<file path="src/rtl/dccm_lsu_if.sv">
`default_nettype none
// ============================================================================
//  Module      : dccm_lsu_if
//  Description : Core request/response and DCCM port bundle for dccm_lsu.
//                slave  = the load/store unit side.
//                master = the core / memory environment side.
//  Revision    : 1.0 - initial release
// ============================================================================
interface dccm_lsu_if;
  // Core request channel
  logic        req_valid;
  logic        req_ready;
  logic        req_we;
  logic [1:0]  req_size;
  logic        req_unsigned;
  logic [31:0] req_addr;
  logic [31:0] req_wdata;
  // Core response channel
  logic        rsp_valid;
  logic [31:0] rsp_rdata;
  logic        rsp_err;
  // DCCM word port
  logic        dccm_rd_en;
  logic [31:0] dccm_rd_addr;
  logic [31:0] dccm_rd_data;
  logic        dccm_wr_en;
  logic [31:0] dccm_wr_addr;
  logic [31:0] dccm_wr_data;

  modport slave (
    input  req_valid, req_we, req_size, req_unsigned, req_addr, req_wdata,
    input  dccm_rd_data,
    output req_ready, rsp_valid, rsp_rdata, rsp_err,
    output dccm_rd_en, dccm_rd_addr, dccm_wr_en, dccm_wr_addr, dccm_wr_data
  );

  modport master (
    output req_valid, req_we, req_size, req_unsigned, req_addr, req_wdata,
    output dccm_rd_data,
    input  req_ready, rsp_valid, rsp_rdata, rsp_err,
    input  dccm_rd_en, dccm_rd_addr, dccm_wr_en, dccm_wr_addr, dccm_wr_data
  );
endinterface
`default_nettype wire

</file>
<file path="src/rtl/dccm_lsu.sv">
`default_nettype none
// ============================================================================
//  Module      : dccm_lsu
//  Description : Single-outstanding load/store unit in front of a word-only
//                DCCM port. Extracts and extends sub-word loads, performs
//                read-modify-write for sub-word stores, and faults misaligned,
//                illegal-size and out-of-window accesses without touching
//                memory.
//  Revision    : 1.0 - initial release
// ============================================================================
module dccm_lsu #(
  parameter logic [31:0] DCCM_BASE = 32'h0001_0000,
  parameter int          DCCM_AW   = 14
) (
  input  wire logic  clk,
  input  wire logic  rst,
  dccm_lsu_if.slave  bus
);

  typedef enum logic [1:0] {
    S_IDLE    = 2'd0,
    S_LD_WAIT = 2'd1,
    S_RMW     = 2'd2,
    S_RESP    = 2'd3
  } state_t;

  localparam logic [1:0] c_SIZE_BYTE = 2'b00;
  localparam logic [1:0] c_SIZE_HALF = 2'b01;
  localparam logic [1:0] c_SIZE_WORD = 2'b10;
  localparam logic [1:0] c_SIZE_ILL  = 2'b11;

  state_t      state_q, state_d;
  logic [29:0] waddr_q, waddr_d;      // word address held for the RMW write
  logic [1:0]  size_q, size_d;
  logic [1:0]  lane_q, lane_d;
  logic        uns_q, uns_d;
  logic [15:0] wdata_q, wdata_d;      // only the low half matters for sub-word stores
  logic [31:0] rsp_rdata_q, rsp_rdata_d;
  logic        rsp_err_q, rsp_err_d;

  logic        w_fault;
  logic [7:0]  w_byte;
  logic [15:0] w_half;
  logic [31:0] w_load_data;
  logic [31:0] w_merged;
  logic        w_rd_en;
  logic        w_wr_en;

  // Access fault detection on the live request (only meaningful in the accept cycle)
  always_comb begin
    w_fault = 1'b0;
    if (bus.req_size == c_SIZE_ILL)                               w_fault = 1'b1;
    if (bus.req_size == c_SIZE_HALF && bus.req_addr[0])           w_fault = 1'b1;
    if (bus.req_size == c_SIZE_WORD && bus.req_addr[1:0] != 2'b00) w_fault = 1'b1;
    if (bus.req_addr[31:DCCM_AW] != DCCM_BASE[31:DCCM_AW])        w_fault = 1'b1;
  end

  // Lane extraction and sign/zero extension of the returned read word
  always_comb begin
    w_byte      = bus.dccm_rd_data[7:0];
    w_half      = bus.dccm_rd_data[15:0];
    w_load_data = bus.dccm_rd_data;
    case (lane_q)
      2'd0:    w_byte = bus.dccm_rd_data[7:0];
      2'd1:    w_byte = bus.dccm_rd_data[15:8];
      2'd2:    w_byte = bus.dccm_rd_data[23:16];
      default: w_byte = bus.dccm_rd_data[31:24];
    endcase
    if (lane_q[1]) w_half = bus.dccm_rd_data[31:16];
    case (size_q)
      c_SIZE_BYTE: w_load_data = {{24{~uns_q & w_byte[7]}}, w_byte};
      c_SIZE_HALF: w_load_data = {{16{~uns_q & w_half[15]}}, w_half};
      default:     w_load_data = bus.dccm_rd_data;
    endcase
  end

  // Merge the latched store data into the word read back for RMW
  always_comb begin
    w_merged = bus.dccm_rd_data;
    if (size_q == c_SIZE_BYTE) begin
      case (lane_q)
        2'd0:    w_merged[7:0]   = wdata_q[7:0];
        2'd1:    w_merged[15:8]  = wdata_q[7:0];
        2'd2:    w_merged[23:16] = wdata_q[7:0];
        default: w_merged[31:24] = wdata_q[7:0];
      endcase
    end else begin
      if (lane_q[1]) w_merged[31:16] = wdata_q;
      else           w_merged[15:0]  = wdata_q;
    end
  end

  // Next-state, request latching and DCCM enable generation
  always_comb begin
    state_d     = state_q;
    waddr_d     = waddr_q;
    size_d      = size_q;
    lane_d      = lane_q;
    uns_d       = uns_q;
    wdata_d     = wdata_q;
    rsp_rdata_d = rsp_rdata_q;
    rsp_err_d   = rsp_err_q;
    w_rd_en     = 1'b0;
    w_wr_en     = 1'b0;
    case (state_q)
      S_IDLE: begin
        if (bus.req_valid) begin
          if (w_fault) begin
            rsp_err_d   = 1'b1;
            rsp_rdata_d = 32'd0;
            state_d     = S_RESP;
          end else if (!bus.req_we) begin
            w_rd_en = 1'b1;
            size_d  = bus.req_size;
            lane_d  = bus.req_addr[1:0];
            uns_d   = bus.req_unsigned;
            state_d = S_LD_WAIT;
          end else if (bus.req_size == c_SIZE_WORD) begin
            w_wr_en     = 1'b1;
            rsp_err_d   = 1'b0;
            rsp_rdata_d = 32'd0;
            state_d     = S_RESP;
          end else begin
            w_rd_en = 1'b1;
            waddr_d = bus.req_addr[31:2];
            size_d  = bus.req_size;
            lane_d  = bus.req_addr[1:0];
            wdata_d = bus.req_wdata[15:0];
            state_d = S_RMW;
          end
        end
      end
      S_LD_WAIT: begin
        rsp_rdata_d = w_load_data;
        rsp_err_d   = 1'b0;
        state_d     = S_RESP;
      end
      S_RMW: begin
        w_wr_en     = 1'b1;
        rsp_rdata_d = 32'd0;
        rsp_err_d   = 1'b0;
        state_d     = S_RESP;
      end
      default: begin
        state_d = S_IDLE;
      end
    endcase
    // Reset abandons any in-flight access: nothing may reach the DCCM
    if (rst) begin
      w_rd_en = 1'b0;
      w_wr_en = 1'b0;
    end
  end

  // State and datapath registers
  always_ff @(posedge clk) begin
    if (rst) begin
      state_q     <= S_IDLE;
      waddr_q     <= 30'd0;
      size_q      <= 2'd0;
      lane_q      <= 2'd0;
      uns_q       <= 1'b0;
      wdata_q     <= 16'd0;
      rsp_rdata_q <= 32'd0;
      rsp_err_q   <= 1'b0;
    end else begin
      state_q     <= state_d;
      waddr_q     <= waddr_d;
      size_q      <= size_d;
      lane_q      <= lane_d;
      uns_q       <= uns_d;
      wdata_q     <= wdata_d;
      rsp_rdata_q <= rsp_rdata_d;
      rsp_err_q   <= rsp_err_d;
    end
  end

  assign bus.req_ready    = (state_q == S_IDLE);
  assign bus.rsp_valid    = (state_q == S_RESP) && !rst;
  assign bus.rsp_rdata    = rsp_rdata_q;
  assign bus.rsp_err      = rsp_err_q;
  assign bus.dccm_rd_en   = w_rd_en;
  assign bus.dccm_rd_addr = {bus.req_addr[31:2], 2'b00};
  assign bus.dccm_wr_en   = w_wr_en;
  assign bus.dccm_wr_addr = (state_q == S_RMW) ? {waddr_q, 2'b00} : {bus.req_addr[31:2], 2'b00};
  assign bus.dccm_wr_data = (state_q == S_RMW) ? w_merged : bus.req_wdata;

endmodule
`default_nettype wire

</file>
<file path="src/flat_wrapper.sv">
// flat-port wrapper written by rule: the top's interface ports become plain ports
module dccm_lsu_flat 
#(
  parameter logic [31:0] DCCM_BASE = 32'h0001_0000,
  parameter int          DCCM_AW   = 14
)
  (clk, rst, bus_req_valid, bus_req_we, bus_req_size, bus_req_unsigned, bus_req_addr, bus_req_wdata, bus_dccm_rd_data, bus_req_ready, bus_rsp_valid, bus_rsp_rdata, bus_rsp_err, bus_dccm_rd_en, bus_dccm_rd_addr, bus_dccm_wr_en, bus_dccm_wr_addr, bus_dccm_wr_data);
  dccm_lsu_if bus_i ();
  input  wire logic clk;
  input  wire logic rst;
  input wire logic [$bits(bus_i.req_valid)-1:0] bus_req_valid;
  input wire logic [$bits(bus_i.req_we)-1:0] bus_req_we;
  input wire logic [$bits(bus_i.req_size)-1:0] bus_req_size;
  input wire logic [$bits(bus_i.req_unsigned)-1:0] bus_req_unsigned;
  input wire logic [$bits(bus_i.req_addr)-1:0] bus_req_addr;
  input wire logic [$bits(bus_i.req_wdata)-1:0] bus_req_wdata;
  input wire logic [$bits(bus_i.dccm_rd_data)-1:0] bus_dccm_rd_data;
  output wire logic [$bits(bus_i.req_ready)-1:0] bus_req_ready;
  output wire logic [$bits(bus_i.rsp_valid)-1:0] bus_rsp_valid;
  output wire logic [$bits(bus_i.rsp_rdata)-1:0] bus_rsp_rdata;
  output wire logic [$bits(bus_i.rsp_err)-1:0] bus_rsp_err;
  output wire logic [$bits(bus_i.dccm_rd_en)-1:0] bus_dccm_rd_en;
  output wire logic [$bits(bus_i.dccm_rd_addr)-1:0] bus_dccm_rd_addr;
  output wire logic [$bits(bus_i.dccm_wr_en)-1:0] bus_dccm_wr_en;
  output wire logic [$bits(bus_i.dccm_wr_addr)-1:0] bus_dccm_wr_addr;
  output wire logic [$bits(bus_i.dccm_wr_data)-1:0] bus_dccm_wr_data;
  assign bus_i.req_valid = bus_req_valid;
  assign bus_i.req_we = bus_req_we;
  assign bus_i.req_size = bus_req_size;
  assign bus_i.req_unsigned = bus_req_unsigned;
  assign bus_i.req_addr = bus_req_addr;
  assign bus_i.req_wdata = bus_req_wdata;
  assign bus_i.dccm_rd_data = bus_dccm_rd_data;
  assign bus_req_ready = bus_i.req_ready;
  assign bus_rsp_valid = bus_i.rsp_valid;
  assign bus_rsp_rdata = bus_i.rsp_rdata;
  assign bus_rsp_err = bus_i.rsp_err;
  assign bus_dccm_rd_en = bus_i.dccm_rd_en;
  assign bus_dccm_rd_addr = bus_i.dccm_rd_addr;
  assign bus_dccm_wr_en = bus_i.dccm_wr_en;
  assign bus_dccm_wr_addr = bus_i.dccm_wr_addr;
  assign bus_dccm_wr_data = bus_i.dccm_wr_data;
  dccm_lsu #(.DCCM_BASE(DCCM_BASE), .DCCM_AW(DCCM_AW)) u_core (.clk(clk), .rst(rst), .bus(bus_i));
endmodule
</file>
<file path="config.mk">
export PLATFORM = sky130hd
export DESIGN_NAME = dccm_lsu_flat
export DESIGN_NICKNAME = d
export VERILOG_FILES = /design/src/rtl/dccm_lsu_if.sv /design/src/rtl/dccm_lsu.sv /design/src/flat_wrapper.sv
export SDC_FILE = /design/constraint.sdc
export NUM_CORES = 1
export LEC_CHECK = 0
export BUFFER_PORTS_ARGS = -buffer_cell sky130_fd_sc_hd__buf_2
export CORE_UTILIZATION = 45
export CTS_CLUSTER_DIAMETER = 120
export CTS_CLUSTER_SIZE = 24
export DETAILED_ROUTE_END_ITERATION = 16
export GPL_ROUTABILITY_DRIVEN = 0
export PLACE_DENSITY = 0.76
export SYNTH_ARGS = -nofsm -noshare
export SYNTH_HDL_FRONTEND = slang
export SYNTH_SLANG_ARGS = --single-unit
</file>
<file path="constraint.sdc">
create_clock -name clk -period 3.3 [get_ports clk]
set_input_delay 0 -clock clk [delete_from_list [all_inputs] [get_ports clk]]
set_output_delay 0 -clock clk [all_outputs]
set_load 0.03 [all_outputs]
</file>
# Word-level counts from Yosys, hierarchy flattened
# Cells that the tools add are included.
[word_totals]
register_bits = 86
in_bits = 103
elab_cells = 92
[classes]
n_eq_ne = 14
mux = 47
n_bitwise = 6
reduce_logical = 17
[op_table]
columns = ["op", "count"]
rows = [
  ["32-bit two-way mux", 7],
  ["32-bit one-hot mux with 3 select lines", 1],
  ["32-bit one-hot mux with 2 select lines", 1],
  ["16-bit two-way mux", 3],
  ["8-bit two-way mux", 4],
  ["8-bit one-hot mux with 3 select lines", 1],
  ["1-bit two-way mux", 20],
  ["18-bit by 3-bit != test with 1-bit output (second input constant)", 1],
  ["4-bit AND reduction", 4],
  ["2-bit two-way mux", 7],
  ["2-bit equality test (second input constant)", 5],
  ["2-bit by 1-bit equality test with 1-bit output (second input constant)", 4],
  ["2-bit zero test", 3],
  ["5-bit AND reduction", 1],
  ["2-bit != test (second input constant)", 2],
  ["1-bit inverter", 4],
  ["1-bit one-hot mux with 2 select lines", 2],
  ["2-bit one-hot mux with 2 select lines", 1],
  ["2-bit nonzero test", 2],
  ["1-bit logical AND", 3],
  ["3-bit by 1-bit != test with 1-bit output (second input constant)", 1],
  ["3-bit by 2-bit != test with 1-bit output (second input constant)", 1],
  ["3-bit nonzero test", 1],
  ["3-bit OR reduction", 1],
  ["other kinds (3)", 4],
]

# Logic depth before layout (Yosys ltp)
# Gate-level depths: netlist (run 1).
[depth]
ltp_word = 9
ltp_mapped = 8
mapped_depth_nobuf = 6

# Worst setup path after synthesis (run 1)
# Ideal clock, no wire load.
[synth_path]
path_type = "reg-to-output"
startpoint = "register u_core.state_q[0]"
endpoint = "output port bus_dccm_rd_en"
arrival_ps = 2377
required_ps = 3300
slack_ps = 923
stages_incl_launch_ff = 7
n_path_buf = 1
cell_sequence = "dfxtp_1 -> inv_1 -> ha_1 -> and2_1 -> o2111ai_2 -> clkbuf_1 -> nor4_1"
[synth_via]
elab_chain_cells = 3
[synth_lines]
columns = ["element", "line", "rtl"]
rows = [
  ["from (decl)", "dccm_lsu.sv:32", "state_t state_q, state_d;"],
  ["from (signal assigned)", "dccm_lsu.sv:167", "state_q <= state_d;"],
  ["2-bit zero test", "n/a", ""],
  ["net bus_req_ready", "flat_wrapper.sv:18", "output wire logic [$bits(bus_i.req_ready)-1:0] bus_req_ready;"],
  ["1-bit two-way mux", "dccm_lsu.sv:105", "case (state_q)"],
  ["1-bit two-way mux", "dccm_lsu.sv:149", "if (rst) begin"],
  ["to (decl)", "flat_wrapper.sv:22", "output wire logic [$bits(bus_i.dccm_rd_en)-1:0] bus_dccm_rd_en;"],
]
# The timed path passes the listed nets, and every way through them passes these cells.

# Worst setup path in the final report (run 1)
[layout_path]
startpoint = "register u_core.lane_q[1]"
endpoint = "output port bus_dccm_wr_data[6]"
[layout_via]
elab_chain_cells = 4
word_cells_on_any_way = 5
cone_classes = "4 x mux; 1 x reduce/logical"
[layout_lines]
columns = ["element", "line", "rtl"]
rows = [
  ["from (decl)", "dccm_lsu.sv:35", "logic [1:0] lane_q, lane_d;"],
  ["from (signal assigned)", "dccm_lsu.sv:170", "lane_q <= lane_d;"],
  ["2-bit zero test", "dccm_lsu.sv:81", "case (lane_q)"],
  ["8-bit two-way mux", "dccm_lsu.sv:81", ""],
  ["32-bit two-way mux (*)", "dccm_lsu.sv:80", "if (size_q == c_SIZE_BYTE) begin"],
  ["32-bit two-way mux (*)", "dccm_lsu.sv:186", "assign bus.dccm_wr_data = (state_q == S_RMW) ? w_merged : bus.req_wdata;"],
  ["to (decl)", "flat_wrapper.sv:26", "output wire logic [$bits(bus_i.dccm_wr_data)-1:0] bus_dccm_wr_data;"],
]
# Every way passes the cells marked *; elsewhere a longest branch is shown, timed or not.

==> flow_metrics.py, run 1 <==
metrics = {
    "status": {
        "status": "complete, no violations",
    },
    "timing": {
        "slew-limit-headroom_pct": 26.2,
        "timing.hold.ws_ns": 0.0174,
        "fmax_ghz": 0.365,
        "period_share_pct": 83.1,
        "finalSetupViolCount": 0,
        "min_period_ns": 2.74,
        "hold_violations": 0,
        "rsz0062_at_grt": "no",
        "final.setup.tns_ns": 0,
        "skew_ns": 0.00370,
        "worstMarginPinSlew_ns": 1.10,
        "finalMaxSlewViolations": 0,
        "fin_ws_ns": 0.557,
    },
    "critical_path": {
        "r2r_end": "u_core.lane_q[1]",
        "required_ns": 3.30,
        "r2r_cells": 7,
        "critPathCaptureType": "primary output",
        "timing.rr.start": "u_core.state_q[0]",
        "slowest_stage": "clkinv_1",
        "r2r_slack_ns": 0.83,
        "criticalPathCategory": "reg2out",
        "arrival_ns": 2.74,
        "critPathMaxFanout": 26,
        "crit_chain": "clkinv_1 -> o21a_1 -> mux2i_1 -> a21oi_1 -> buf_2",
        "startpoint_type": "register",
        "max_stage_delay_ns": 0.69,
    },
    "floorplanning": {
        "dieWidth_um": 113,
        "die-area_sq_um": 12700,
        "chipHeight_um": 113,
        "core-area_sq_um": 11700,
        "fp-row-count": 39,
        "start_util_pct": 47.1,
        "io_pins": 236,
    },
    "grt": {
        "grt_pass1_wl_um": 26500,
        "antenna_found_initial": 0,
        "grt_usage_pct": 26.6,
        "grt_pass1_vias": 5121,
        "grt_max_degree": 63,
        "gr-total-overflow": 0,
    },
    "routing": {
        "final_antenna_net_count": 0,
        "firstDrtPassIters": 5,
        "post-route-drc-count": 0,
        "dr_total_vias": 5699,
        "via_per_inst": 5.84,
        "drtIter0Drc": 537,
        "drt_wl_total_um": 17500,
        "wire_per_inst_um": 17.9,
    },
    "cells_and_area": {
        "antenna_cells": 0,
        "area_growth_pct": 27.5,
        "drive_above_1_share_pct": 38.4,
        "mostFrequentLayoutCells": "231 x buf_2, 86 x dfxtp_1, 52 x a21oi_1",
        "fillCellCount": 1041,
        "layout_commonest_cell": "buf_2",
        "nets": 936,
        "design_area_sq_um": 7000,
    },
    "hold_path": {
        "whs_endpoint": "u_core.state_q[0]",
        "worstHoldPathCells": 4,
        "worstHoldPathType": "in2reg",
        "min_from": "bus_req_valid",
    },
    "pwr": {
        "pwr-share-clk_pct": 25.6,
        "power.leakage_nw": 3.06,
        "p_seq_share_pct": 27.9,
        "power.share.switching_pct": 42.9,
        "ir_drop_mv": 0.381,
        "internal-power_mw": 2.35,
        "power_density_nw_per_um2": 588,
        "switchingPower_mw": 1.77,
        "combPwrFrac_pct": 46.5,
    },
    "clock_network": {
        "clock_latency_ns": 0.35,
        "cts_root_buf": "clkbuf_16",
        "path_clk_slew_ns": 0.06,
        "post_cts_buffers": 0,
        "cts_htree_levels": 3,
        "cts_buffers": 9,
        "post_cts_resized": 0,
        "cts.hold.buffers_added": 33,
        "cts_tree": "built",
        "cts_sinks": 86,
        "cts_buffer_depth": 2,
    },
    "synthesis": {
        "syn_area_sq_um": 5500,
        "ys_seq_elements": 86,
        "synth_edf_count": 0,
        "synthDistinctLibCells": 53,
        "syn_inst": 636,
        "yosysWarnings": 0,
        "synth-seq-area-share_pct": 31.3,
        "async_flop_share_pct": 0,
        "syn_area_per_cell_sq_um": 8.64,
        "postSynth.topFlopCell": "dfxtp_1",
    },
    "placement": {
        "place_hpwl_um": 11900,
        "dpl_cell_area_sq_um": 6360,
        "place_ws_ns": 0.890,
        "port_buffers": 231,
    },
    "flow_run": {
        "drv_cap": 0,
    },
}
worst max-delay path: cells and delay by family (launching register included):
family | cells | cell delay [ns]
buffers and inverters | 2 | 0.91
muxes | 1 | 0.18
AOI/OAI and AO/OA | 2 | 0.65
DFF | 1 | 0.66
per-stage QoR:
| step | cells | util [%] | power, mW |
|---|---|---|---|
| CTS | 976 | 60.1 | 4.12 |
| finish | 976 | 60.1 | 4.12 |
| detailed placement | 927 | 54.6 | 3.04 |
| floorplan | 639 | - | 2.57 |
| global route | 976 | 60.1 | 4.29 |
| global placement | 927 | 54.6 | 3.04 |
synthesized netlist by cell type (2+ instances only):
library cell  instances  area (sq um)
nand3b_1              2          15.0
or2_2                 9          56.3
ha_1                  5          62.6
buf_1                 4          15.0
o311ai_0              2          17.5
buf_6                 6          67.6
nor2_1               29           109
mux2i_1              18           180
o31ai_1              33           248
buf_4                37           278
nor3_1                8          40.0
nor2b_1              12          75.1
buf_2                17          85.1
nand4_1              32           200
clkbuf_1             31           116
nor4_1                2          12.5
nand2b_1             21           131
nor4_2                3          37.5
o21bai_1              8          60.1
mux2_2               39           439
o21ai_0              48           240
o21ai_1               2          10.0
a21oi_1              52           260
o21ai_2               2          17.5
o21a_1                3          22.5
nand2_1              13          48.8
inv_1                21          78.8
and2_1               19           119
o221ai_1             16           140
a31oi_1               4          25.0
dfxtp_1              86          1720
a32o_1               31           310
layout make-up:
class	count	area [sq um]	area share, %
clock buffers	12	256	3.66
clock inverters	4	55.1	0.786
inverters	22	82.6	1.18
multi-input cells	435	3150	44.9
flip-flops and latches	86	1720	24.6
well taps	143	179	2.55
repair buffers	274	1560	22.3
power groups by stage:
stage	Clock (mW)	Sequential (mW)	Combinational [mW]
3_5_place_dp	0	1.17	1.87
3_3_place_gp	0	1.17	1.87
5_1_grt	1.11	1.16	2.02
2_1_floorplan	0	1.28	1.30
6_report	1.06	1.15	1.91
4_1_cts	1.07	1.15	1.90
flip-flops by register name, indices dropped and copies added, names as in the netlist:
name / count
u_core.bus.rsp_rdata: 32
u_core.waddr_q: 30
u_core.wdata_q: 16
u_core.lane_q: 2
u_core.size_q: 2
u_core.state_q: 2
u_core.bus.rsp_err: 1
u_core.uns_q: 1
metal layers:
layer | GRT usage (%) | wire, um | vias to the layer above
met1 | 33.5 | 7420 | 2663
li1 | - | - | 2715
met5 | 0 | 0 | -
met3 | 6.16 | 1190 | 38
met2 | 44.8 | 8420 | 283
met4 | 9.24 | 436 | 0
how the worst max path moves through the flow:
stage	startpoint	endpoint	slack [ns]	cells after the start
final	u_core.lane_q[1]	bus_dccm_wr_data[6]	0.56	5
after global routing	u_core.lane_q[1]	bus_dccm_wr_data[0]	0.36	5
after CTS	u_core.lane_q[1]	bus_dccm_wr_data[15]	0.62	5
after detailed placement	u_core.state_q[0]	u_core.lane_q[1]	0.89	7
after global placement	u_core.state_q[0]	u_core.lane_q[1]	0.87	7
after floorplan	u_core.state_q[0]	bus_dccm_rd_en	0.92	6
cell families (layout without fill, tap and decap cells):
logic type               after synthesis  after routing  share of synthesized area (%)
adder cells (fa/ha/maj)                5              5                           1.14
multiplexers                          58             58                           11.7
AO/OA/AOI/OAI                        213            213                           27.6
flip-flops                            86             86                           31.3
buffers and inverters                118            312                           11.8
AND/OR/NAND/NOR                      155            155                           16.4
other                                  1              4                         0.0682
(Power assumes the default switching activity.)
==> inputs of run 2 (changes only) <==
Settings changed: CORE_UTILIZATION 45 to 44, PLACE_DENSITY 0.76 to 0.78.
Clock period 3.3 ns to 2.5 ns, I/O delays scaled along.
==> flow_metrics.py, run 2 (synthesis gave the netlist of run 1 again) <==
metrics = {
    "status": {
        "status": "complete, no violations",
    },
    "clock_network": {
        "post_cts_resized": 0,
        "cts_root_buf": "clkbuf_16",
        "cts_tree": "built",
        "path_clk_slew_ns": 0.07,
        "post_cts_buffers": 0,
        "cts_buffers": 9,
        "cts_htree_levels": 3,
        "clock_latency_ns": 0.33,
        "cts_sinks": 86,
        "cts_buffer_depth": 2,
    },
    "pwr": {
        "finalPower_mw": 5.43,
        "power_density_nw_per_um2": 765,
        "power.leakage_nw": 3.09,
        "ir_drop_mv": 0.426,
    },
    "critical_path": {
        "arrival_ns": 2.30,
        "critPathCaptureType": "primary output",
        "startpoint_type": "register",
        "required_ns": 2.50,
        "timing.rr.start": "u_core.state_q[0]",
        "r2r_cells": 6,
        "criticalPathCategory": "reg2out",
        "critPathMaxFanout": 17,
        "r2r_slack_ns": 0.20,
        "r2r_end": "u_core.bus.rsp_rdata[7]",
    },
    "timing": {
        "finalSetupViolCount": 0,
        "period_share_pct": 92.0,
        "slew-limit-headroom_pct": 18.1,
        "final.setup.tns_ns": 0,
        "timing.hold.ws_ns": 0.0295,
        "rsz0062_at_grt": "no",
        "min_period_ns": 2.30,
        "skew_ns": 0.00865,
        "fin_ws_ns": 0.201,
        "hold_violations": 0,
        "worstMarginPinSlew_ns": 1.23,
        "fmax_ghz": 0.435,
        "finalMaxSlewViolations": 0,
    },
    "floorplanning": {
        "dieWidth_um": 114,
        "fp-row-count": 40,
        "die-area_sq_um": 12900,
        "chipHeight_um": 114,
        "io_pins": 236,
        "start_util_pct": 45.4,
        "core-area_sq_um": 12100,
    },
    "routing": {
        "via_per_inst": 5.68,
        "final_antenna_net_count": 0,
        "dr_total_vias": 5725,
        "drt_wl_total_um": 16800,
        "firstDrtPassIters": 5,
        "wire_per_inst_um": 16.6,
        "drtIter0Drc": 534,
        "post-route-drc-count": 0,
    },
    "cells_and_area": {
        "mostFrequentLayoutCells": "231 x buf_2, 86 x dfxtp_1, 52 x a21oi_1",
        "area_growth_pct": 29.1,
        "drive_above_1_share_pct": 39.0,
        "largest_reg_flops": 32,
        "nets": 944,
        "layout_commonest_cell": "buf_2",
        "finalNonFillerCells": 1008,
        "antenna_cells": 0,
        "fillCellCount": 1093,
    },
    "hold_path": {
        "worstHoldPathCells": 4,
        "worstHoldPathType": "in2reg",
        "whs_endpoint": "u_core.state_q[1]",
        "min_from": "bus_req_valid",
    },
    "grt": {
        "gr-total-overflow": 0,
        "grt_usage_pct": 25.1,
        "grt_max_degree": 45,
        "antenna_found_initial": 0,
        "grt_pass1_wl_um": 26000,
        "grt_pass1_vias": 5117,
    },
    "placement": {
        "port_buffers": 231,
        "place_hpwl_um": 12000,
        "place_ws_ns": 0.228,
        "dp_cells": 960,
    },
    "flow_run": {
        "drv_cap": 0,
    },
}
-- run 2: cell types whose count changed in the layout (fill, tap and decap cells not counted) --
cell	delta
buf_12	+1
clkbuf_1	-1
clkinvlp_4	+2
inv_6	+2
buf_4	+7
clkbuf_8	-2
clkinv_4	-2
-- run 2: worst max-delay path by stage --
stage / start / endpoint / slack (ns) / cells after the start
final: u_core.size_q[0] / bus_dccm_wr_data[4] / 0.20 / 5
after global routing: u_core.state_q[0] / u_core.bus.rsp_rdata[7] / 0.02 / 6
after CTS: u_core.state_q[0] / bus_dccm_rd_en / 0.18 / 7
after detailed placement: u_core.state_q[0] / u_core.bus.rsp_rdata[7] / 0.23 / 6
after global placement: u_core.state_q[0] / u_core.bus.rsp_rdata[7] / 0.30 / 6
after floorplan: u_core.state_q[0] / bus_dccm_rd_en / 0.12 / 6
-- run 2: through the flow --
step / util, % / area [sq um]
final: 58.6 / 7090
after global routing: 58.6 / 7090
after CTS: 58.6 / 7090
after detailed placement: 53.4 / 6470
after global placement: 53.4 / 6470
after floorplan: - / 5510
-- run 2: layout make-up --
type	count	area [sq um]	area share [%]
clock buffers	9	225	3.18
clock inverters	6	70.1	0.988
flip-flops and latches	86	1720	24.3
multi-input cells	435	3150	44.4
inverters	22	82.6	1.16
repair buffers	282	1630	23.0
well taps	168	210	2.96
-- run 2: worst max-delay path: stages (launching register included) --
cell	delay [ns]
dfxtp_1	0.60
or2_2	0.31
o21a_1	0.46
mux2i_1	0.17
a21oi_1	0.20
buf_2	0.22
-- run 2: where the power goes --
group	internal (mW)	switching, mW
Sequential	1.46	0.0574
Combinational	0.832	1.73
Clock	0.776	0.576
-- run 2: layer usage --
layer	vias up	share of wire, %	GRT usage (%)
li1	2724	-	-
met1	2687	43	32.6
met2	280	48	42.5
met3	34	6.5	3.24
met4	0	2.3	9.65
met5	-	0	0
-- run 2: what timing repair did --
item,in CTS,in global routing
endpoints found under the setup margin,0,1
hold endpoints to repair,33,0
hold buffers,33,0
==> inputs of run 3 (changes only) <==
Settings changed: CORE_UTILIZATION 44 to 24, PLACE_DENSITY 0.78 to unset.
==> flow_metrics.py, run 3 (synthesis gave the netlist of run 1 again) <==
metrics = {
    "routing": {
        "drt_wl_total_um": 19400,
        "wire_per_inst_um": 17.2,
        "via_per_inst": 4.96,
        "drtIter0Drc": 322,
        "final_antenna_net_count": 0,
        "post-route-drc-count": 0,
        "dr_total_vias": 5582,
        "firstDrtPassIters": 7,
    },
    "critical_path": {
        "endpoint": "bus_dccm_wr_data[17]",
        "slowest_stage": "o21ai_2",
        "criticalPathCategory": "reg2out",
        "crit_family": "compound AO/OA/AOI/OAI gates",
        "crit_chain": "or2_2 -> o21ai_2 -> mux2i_1 -> a21oi_1 -> buf_2",
        "worst-path-buf-inv": 1,
        "critPathCaptureType": "primary output",
        "r2r_cells": 5,
        "required_ns": 2.50,
        "arrival_ns": 2.31,
        "r2r_slack_ns": 0.27,
        "startpoint": "u_core.size_q[0]",
        "startpoint_type": "register",
        "critPathMaxFanout": 15,
        "max_stage_delay_ns": 0.48,
        "cp.depth": 5,
        "r2r_end": "u_core.bus.rsp_rdata[7]",
        "timing.rr.start": "u_core.state_q[0]",
    },
    "clock_network": {
        "cts_htree_levels": 3,
        "cts_sinks": 86,
        "cts_tree": "built",
        "path_clk_slew_ns": 0.07,
        "cts_buffers": 9,
        "clock_latency_ns": 0.35,
        "post_cts_buffers": 0,
        "cts_root_buf": "clkbuf_16",
        "cts_buffer_depth": 2,
    },
    "floorplanning": {
        "chipHeight_um": 153,
        "fp-row-count": 54,
        "start_util_pct": 24.8,
        "io_pins": 236,
        "dieWidth_um": 153,
        "die-area_sq_um": 23500,
        "core-area_sq_um": 22200,
    },
    "timing": {
        "rsz0062_at_grt": "no",
        "skew_ns": 0.00975,
        "slew-limit-headroom_pct": 14.0,
        "period_share_pct": 92.6,
        "fmax_ghz": 0.432,
        "finalMaxSlewViolations": 0,
        "min_period_ns": 2.31,
        "hold_violations": 0,
        "worstMarginPinSlew_ns": 1.29,
        "finalSetupViolCount": 0,
        "final.setup.tns_ns": 0,
    },
    "placement": {
        "dpl_cell_area_sq_um": 6630,
        "port_buffers": 231,
        "place_hpwl_um": 14300,
        "dp_cells": 1075,
    },
    "cells_and_area": {
        "finalNonFillerCells": 1125,
        "largest_reg_flops": 32,
        "mostFrequentLayoutCells": "231 x buf_2, 85 x dfxtp_1, 52 x a21oi_1",
        "seqCellArea_sq_um": 1720,
        "layout_commonest_cell": "buf_2",
        "area_growth_pct": 32.4,
        "design_area_sq_um": 7280,
        "multi_input_area_sq_um": 3150,
        "drive_above_1_share_pct": 39.6,
        "nets": 948,
        "fillCellCount": 2329,
        "antenna_cells": 0,
    },
    "grt": {
        "gr-total-overflow": 0,
        "grt_pass1_wl_um": 29600,
        "grt_max_degree": 49,
        "grt_pass1_vias": 5271,
        "antenna_found_initial": 0,
        "grt_usage_pct": 16.0,
    },
    "pwr": {
        "power.leakage_nw": 3.12,
        "ir_drop_mv": 0.329,
        "power_density_nw_per_um2": 758,
    },
    "flow_run": {
        "drv_cap": 0,
    },
    "hold_path": {
        "worstHoldPathType": "in2reg",
    },
    "status": {
        "status": "complete, no violations",
    },
}
[run 3: changes by cell type in the layout (fill, tap and decap cells not counted), sizes merged]
cell         delta
dlygate4sd3     +1
clkinvlp        -2
bufinv          -1
clkinv          +3
buf             +3
inv             +1
[run 3: area by class of cell]
| class | count | area share, % |
|---|---|---|
| Clock buffer | 9 | 3.10 |
| Clock inverter | 7 | 1.03 |
| Inverter | 22 | 1.13 |
| Multi-Input combinational cell | 435 | 43.3 |
| Sequential cell | 86 | 23.7 |
| Tap cell | 280 | 4.82 |
| Timing Repair Buffer | 286 | 22.9 |
[run 3: worst reg2reg max path: stages (launching register included)]
cell      delay, ns
dfxtp_1        0.35
inv_1          0.13
ha_2           0.25
nand3b_1       0.13
o32ai_4        1.03
a22o_1         0.29
[run 3: where the power goes]
group | leakage (nW) | internal [mW] | total, mW | switching [mW]
combinational | 2.28 | 0.851 | 2.62 | 1.77
clock | 0.144 | 0.708 | 1.38 | 0.674
sequential | 0.695 | 1.46 | 1.52 | 0.0596
[run 3: how the worst min path moves through the flow]
stage / start / to / slack [ns] / cells past startpoint
after floorplan: bus_req_addr[10] / bus_dccm_rd_addr[10] / 0.13 / 1
after global placement: bus_req_addr[7] / bus_dccm_rd_addr[7] / 0.28 / 2
after detailed placement: bus_req_addr[3] / bus_dccm_rd_addr[3] / 0.28 / 2
after CTS: bus_dccm_rd_data[2] / u_core.bus.rsp_rdata[2] / 0.002 / 3
after global routing: bus_req_valid / u_core.state_q[1] / 0.01 / 4
final: bus_dccm_rd_data[2] / u_core.bus.rsp_rdata[2] / 0.01 / 3
[run 3: per-layer routing]
layer	GRT usage [%]	vias up	part of all wire, %
met5	0	-	0
met4	4.81	0	1.6
met3	4.20	20	7.6
met2	26.5	224	47
met1	20.1	2600	44
li1	-	2738	-
[run 3: timing repair]
action                                 4_1_cts  5_1_grt
setup endpoints to repair                    0       17
endpoints found under the hold margin       34        0
gates resized for setup                      0        3
hold buffers                                34        0
[run 3: through the flow]
step	power (mW)	hold slack, ns	setup slack [ns]	util [%]
after floorplan	3.39	0.132	0.123	-
after global placement	4.12	0.277	0.216	29.9
after detailed placement	4.13	0.278	0.178	29.9
after CTS	5.57	0.00176	0.0875	32.8
after global routing	5.77	0.0142	0.0207	32.8
final	5.52	0.0117	0.186	32.8
